==> config.mk <==
export PLATFORM = sky130hd
export DESIGN_NAME = eth_tx_scheduler
export DESIGN_NICKNAME = d
export VERILOG_FILES = /design/src/rtl/eth_pkg.sv /design/src/rtl/rr_arbiter.sv /design/src/rtl/eth_tx_scheduler.sv
export SDC_FILE = /design/constraint.sdc
export NUM_CORES = 1
export LEC_CHECK = 0
export ABC_AREA = 1
export CAP_MARGIN = 20
export CORE_MARGIN = 2
export CORE_UTILIZATION = 47
export DETAILED_ROUTE_END_ITERATION = 8
export HOLD_SLACK_MARGIN = 0.02
export PLACE_DENSITY_LB_ADDON = 0.15
export SYNTH_ARGS = -nofsm -noshare
export SYNTH_HDL_FRONTEND = slang
export SYNTH_SLANG_ARGS = --single-unit
==> constraint.sdc <==
create_clock -name clk -period 3.52 [get_ports clk]
set_clock_uncertainty 0.2 [all_clocks]
set_input_delay 0.704 -clock clk [delete_from_list [all_inputs] [get_ports clk]]
set_output_delay 0.704 -clock clk [all_outputs]
set_load 0.005 [all_outputs]
==> src/rtl/eth_pkg.sv <==
// Shared types and defaults for the Ethernet TX path.
// Scheduler states, word width and timing defaults live here.
package eth_pkg;

    localparam int ETH_WORD_W        = 32;
    localparam int DEF_IFG_CYCLES    = 12;
    localparam int DEF_START_TIMEOUT = 16;

    typedef enum logic [1:0] {
        IDLE,
        WAIT_START,
        WAIT_DONE,
        IFG
    } sched_state_t;

    function automatic int max_int(input int a, input int b);
        return (a > b) ? a : b;
    endfunction

endpackage

==> src/rtl/rr_arbiter.sv <==
// Round-robin arbiter with a rotating priority pointer.
// The pointer moves past the winner only when the caller advances.
module rr_arbiter #(
    parameter int N = 2
) (
    input  logic                             clk,
    input  logic                             rst_n,
    input  logic [N-1:0]                     i_req,
    input  logic                             i_advance,
    output logic [N-1:0]                     o_grant,
    output logic [((N > 1) ? $clog2(N) : 1)-1:0] o_index
);

    localparam int IW = (N > 1) ? $clog2(N) : 1;
    localparam int SW = IW + 1;

    logic [IW-1:0] r_ptr;
    logic [SW-1:0] w_sum;
    logic [N-1:0]  w_grant;
    logic [IW-1:0] w_index;
    logic          w_found;

    // Scan requesters starting at the pointer and pick the first active one
    always_comb begin
        w_grant = '0;
        w_index = '0;
        w_found = 1'b0;
        w_sum   = '0;
        for (int i = 0; i < N; i++) begin
            w_sum = {1'b0, r_ptr} + SW'(i);
            if (w_sum >= SW'(N)) begin
                w_sum = w_sum - SW'(N);
            end
            if (!w_found && i_req[w_sum[IW-1:0]]) begin
                w_found                 = 1'b1;
                w_grant[w_sum[IW-1:0]] = 1'b1;
                w_index                 = w_sum[IW-1:0];
            end
        end
    end

    // Move the pointer one past the winner on an accepted grant
    always_ff @(posedge clk or negedge rst_n) begin
        if (!rst_n) begin
            r_ptr <= '0;
        end else if (i_advance && w_found) begin
            if (w_index == IW'(N - 1)) begin
                r_ptr <= '0;
            end else begin
                r_ptr <= w_index + IW'(1);
            end
        end
    end

    assign o_grant = w_grant;
    assign o_index = w_index;

endmodule

==> src/rtl/eth_tx_scheduler.sv <==
// Shares the single TX MAC among several requesters, one frame per grant.
// Tracks MAC busy, enforces the inter-frame gap and flags start timeouts.
module eth_tx_scheduler
    import eth_pkg::*;
#(
    parameter int NUM_REQ       = 2,
    parameter int IFG_CYCLES    = DEF_IFG_CYCLES,
    parameter int START_TIMEOUT = DEF_START_TIMEOUT
) (
    input  logic                          clk,
    input  logic                          rst_n,
    input  logic [NUM_REQ-1:0]            req,
    input  logic [NUM_REQ*ETH_WORD_W-1:0] req_data,
    output logic [NUM_REQ-1:0]            gnt,
    output logic [NUM_REQ-1:0]            done,
    output logic                          tx_err,
    output logic [ETH_WORD_W-1:0]         mac_data,
    output logic                          mac_dval,
    input  logic                          mac_busy,
    output logic [15:0]                   frames_sent
);

    localparam int IW    = (NUM_REQ > 1) ? $clog2(NUM_REQ) : 1;
    localparam int CNT_W = $clog2(max_int(IFG_CYCLES, START_TIMEOUT)) + 1;

    sched_state_t          r_state;
    sched_state_t          w_state_nxt;
    logic [CNT_W-1:0]      r_cnt;
    logic [CNT_W-1:0]      w_cnt_nxt;
    logic [IW-1:0]         r_win;
    logic [IW-1:0]         w_win_nxt;
    logic [NUM_REQ-1:0]    r_gnt;
    logic [NUM_REQ-1:0]    w_gnt_nxt;
    logic [NUM_REQ-1:0]    r_done;
    logic [NUM_REQ-1:0]    w_done_nxt;
    logic                  r_tx_err;
    logic                  w_tx_err_nxt;
    logic                  r_dval;
    logic                  w_dval_nxt;
    logic [ETH_WORD_W-1:0] r_data;
    logic [ETH_WORD_W-1:0] w_data_nxt;
    logic [15:0]           r_frames_sent;
    logic [15:0]           w_frames_nxt;

    logic [NUM_REQ-1:0]    w_arb_grant;
    logic [IW-1:0]         w_arb_index;
    logic                  w_launch;

    // A stale busy from the MAC blocks any new launch
    assign w_launch = (r_state == IDLE) && (|req) && !mac_busy;

    rr_arbiter #(
        .N (NUM_REQ)
    ) u_arb (
        .clk       (clk),
        .rst_n     (rst_n),
        .i_req     (req),
        .i_advance (w_launch),
        .o_grant   (w_arb_grant),
        .o_index   (w_arb_index)
    );

    // Next-state and next-output logic for the launch/complete/gap sequence
    always_comb begin
        w_state_nxt  = r_state;
        w_cnt_nxt    = r_cnt;
        w_win_nxt    = r_win;
        w_gnt_nxt    = '0;
        w_done_nxt   = '0;
        w_tx_err_nxt = 1'b0;
        w_dval_nxt   = 1'b0;
        w_data_nxt   = r_data;
        w_frames_nxt = r_frames_sent;
        unique case (r_state)
            IDLE: begin
                if (w_launch) begin
                    w_data_nxt  = req_data[int'(w_arb_index)*ETH_WORD_W +: ETH_WORD_W];
                    w_dval_nxt  = 1'b1;
                    w_gnt_nxt   = w_arb_grant;
                    w_win_nxt   = w_arb_index;
                    w_cnt_nxt   = '0;
                    w_state_nxt = WAIT_START;
                end
            end
            WAIT_START: begin
                if (mac_busy) begin
                    w_cnt_nxt   = '0;
                    w_state_nxt = WAIT_DONE;
                end else if (r_cnt == CNT_W'(START_TIMEOUT - 1)) begin
                    w_tx_err_nxt = 1'b1;
                    w_cnt_nxt    = '0;
                    w_state_nxt  = IFG;
                end else begin
                    w_cnt_nxt = r_cnt + CNT_W'(1);
                end
            end
            WAIT_DONE: begin
                if (!mac_busy) begin
                    w_done_nxt[r_win] = 1'b1;
                    w_frames_nxt      = r_frames_sent + 16'd1;
                    w_cnt_nxt         = '0;
                    w_state_nxt       = IFG;
                end
            end
            IFG: begin
                if (r_cnt == CNT_W'(IFG_CYCLES - 1)) begin
                    w_cnt_nxt   = '0;
                    w_state_nxt = IDLE;
                end else begin
                    w_cnt_nxt = r_cnt + CNT_W'(1);
                end
            end
            default: begin
                w_cnt_nxt   = '0;
                w_state_nxt = IDLE;
            end
        endcase
    end

    // State, counters and all registered outputs
    always_ff @(posedge clk or negedge rst_n) begin
        if (!rst_n) begin
            r_state       <= IDLE;
            r_cnt         <= '0;
            r_win         <= '0;
            r_gnt         <= '0;
            r_done        <= '0;
            r_tx_err      <= 1'b0;
            r_dval        <= 1'b0;
            r_data        <= '0;
            r_frames_sent <= '0;
        end else begin
            r_state       <= w_state_nxt;
            r_cnt         <= w_cnt_nxt;
            r_win         <= w_win_nxt;
            r_gnt         <= w_gnt_nxt;
            r_done        <= w_done_nxt;
            r_tx_err      <= w_tx_err_nxt;
            r_dval        <= w_dval_nxt;
            r_data        <= w_data_nxt;
            r_frames_sent <= w_frames_nxt;
        end
    end

    assign gnt         = r_gnt;
    assign done        = r_done;
    assign tx_err      = r_tx_err;
    assign mac_data    = r_data;
    assign mac_dval    = r_dval;
    assign frames_sent = r_frames_sent;

endmodule

==> out/metrics.cfg <==
[critical_path]
path_buf_inv = 1
r2r_cells = 7
path_depth = 1
r2r_slack_ns = 1.61
endpoint_kind = primary output
critPathMaxFanout = 4
crit_path_start_kind = flip-flop
crit_chain = clkdlybuf4s50_1
cpLargestDelayFamily = buffers and inverters
critical_path_arrival_ns = 1.35
critPathMaxStageDelay_ns = 0.55
critical_path_class = reg -> out
cpMaxStageDelayCell = clkdlybuf4s50_1
required_ns = 2.62

[routing]
route.vias.total = 2828
drt_iter0_drc = 180
totalWireLength_um = 7760
ant_nets = 0
route.detailed.drc = 0
vias_per_cell = 5.11
dr.pass1.iters = 4
wl_per_cell_um = 14.0

[clocking]
cts_hold_buf = 0
cts_tree = built
clk_pin_slew_ns = 0.07
htree_levels = 3
root_buffer = clkbuf_8
worstSkewPairLatency_ns = 0.34
postCtsResizedCells = 0
cts-buffers-inserted = 9
clockBufferDepth = 2
cts_sinks = 63
cts_setup_buffers = 0

[layout]
design_area_sq_mm = 0.00449
areaGrowthSynthToFinish_pct = 47.7
diodes = 0
layout_commonest_cell = clkdlybuf4s50_1
nNetsFinal = 548
final_cell_mix = clkdlybuf4s50_1, nand2_1, a21oi_1
drive_gt1_share_pct = 7.98

[power_and_ir_drop]
ir_drop_uv = 554
p_total_uw = 2970
p_leak_uw = 0.00203
power_density_mw_per_mm2 = 662

[sta]
worst_pin_slew_ns = 0.571
period_share_pct = 64.0
setup_viol = 0
setup-tns-final_ns = 0
max-slew-margin-rel_pct = 61.9
finalCriticalPeriod_ns = 2.25
rsz0062_at_grt = no
setup_ws_ns = 1.27
hold_viol = 0
report.final.slew_viol_count = 0
maxClockFrequency_ghz = 0.444

[floorplanning]
ioPinCount = 123
die_area_sq_mm = 0.00713
die_w_um = 84.5
die_h_um = 84.5
fp-row-count = 29
coreArea_sq_mm = 0.00631
initial_core_util_pct = 48.2

[global_routing]
grt_max_degree = 46
grt_pass1_wl_um = 12700
first_global_vias = 2746
track_usage_pct = 22.5
grt_antenna_before_repair = 0
grt_overflow = 0

[synth]
syn-num-nets = 424
yosysWarnings = 0
synth_top_area_share_pct = 51.8
synth_top_cell_by_area = dfrtp_1
seq_area_frac_synth_pct = 51.8
synthDistinctLibCells = 30
ys_ff_latch = 63
syn_area_per_cell_sq_um = 8.77
synthTopCellsByArea = dfrtp_1, a21oi_1, nand2_1
synth_area_sq_mm = 0.00304
syn_inst = 347

[placement]
gp_congestion = 0.820
port-buffer-count = 122
place_ws_ns = 1.04
hpwl_um = 5490
dpl-instance-area_sq_mm = 0.00430

[status]
status = finished, final reports clean

[job]
drv_cap = 0

[hold_path]
hp-class = in -> async

## layout make-up
class,instances,area [sq um]
multi-input combinational,248,1290
inverter,24,95.1
timing repair buffer,125,1240
tap,77,96.3
fill,520,1820
sequential,63,1580
clock inverter,6,60.1
clock buffer,10,138
## synthesized netlist by cell type
cell      count
buf_4         1
a21boi_1      1
xnor2_1       6
a21oi_1      65
nor2_4        4
inv_1        20
nand3b_1      1
buf_2         8
nand2_1      72
nor3_1        3
o21ai_2       1
ha_1          8
mux2_2        1
nand2_4       2
inv_4         2
inv_2         2
nand2_2       2
dfrtp_1      63
o21bai_1      1
buf_6         3
nand3_2       1
a21boi_4      1
xor2_1        6
nor2_8        1
o21ai_1       3
nand3_1      11
nand4_1       4
o21ai_0       2
nor2_1       51
nor2_2        1
## path summary, 6_finish.rpt
path / from / endpoint
min in group clk: r_win$_DFFE_PN0P_ / done[0]$_DFF_PN0_
max: frames_sent[0]$_DFFE_PN0P_ / frames_sent[0]
max reg2reg: r_state[0]$_DFFE_PN0P_ / mac_data[31]$_DFFE_PN0P_
min: rst_n / frames_sent[14]$_DFFE_PN0P_
max in group asynchronous: rst_n / mac_data[3]$_DFFE_PN0P_
min reg2reg: r_win$_DFFE_PN0P_ / done[0]$_DFF_PN0_
## metal layers
layer / track usage [%] / vias to the layer above / share of wire [%]
met5: 0 / - / 0
met4: 10.7 / 0 / 2.5
met3: 4.72 / 17 / 6.2
met2: 36.3 / 101 / 47
met1: 29.1 / 1332 / 45
li1: - / 1378 / -
## power by group
group / switching [uW] / internal (uW)
clock network: 293 / 342
logic: 544 / 658
registers: 162 / 974
total: 999 / 1970
## per-stage QoR
step           hold WS (ns)  util, %  instances
4_1_cts              0.0979     71.2        553
5_1_grt               0.129     71.2        553
6_report             0.0950     71.2        553
3_5_place_dp          0.226     68.1        537
3_3_place_gp          0.219     68.1        537
2_1_floorplan         0.203        -        347
## kinds of logic (layout without fill, tap and decap cells)
group / Yosys count / after routing / synth area share (%)
adder cells (fa/ha/maj): 8 / 8 / 3.29
AO/OA/AOI/OAI: 74 / 74 / 12.9
XOR/XNOR: 12 / 12 / 3.45
multiplexers: 1 / 1 / 0.370
flip-flops: 63 / 63 / 51.8
buffers and inverters: 36 / 165 / 5.80
AND/OR/NAND/NOR: 153 / 153 / 22.4
## registers in the layout, indices dropped and copies added, names as in the netlist
name / count
done: 2
r_cnt: 5
u_arb.r_ptr: 1
frames_sent: 16
mac_dval: 1
r_win: 1
mac_data: 32
r_state: 2
tx_err: 1
gnt: 2
Note: power is estimated with default switching activity, not from simulation.
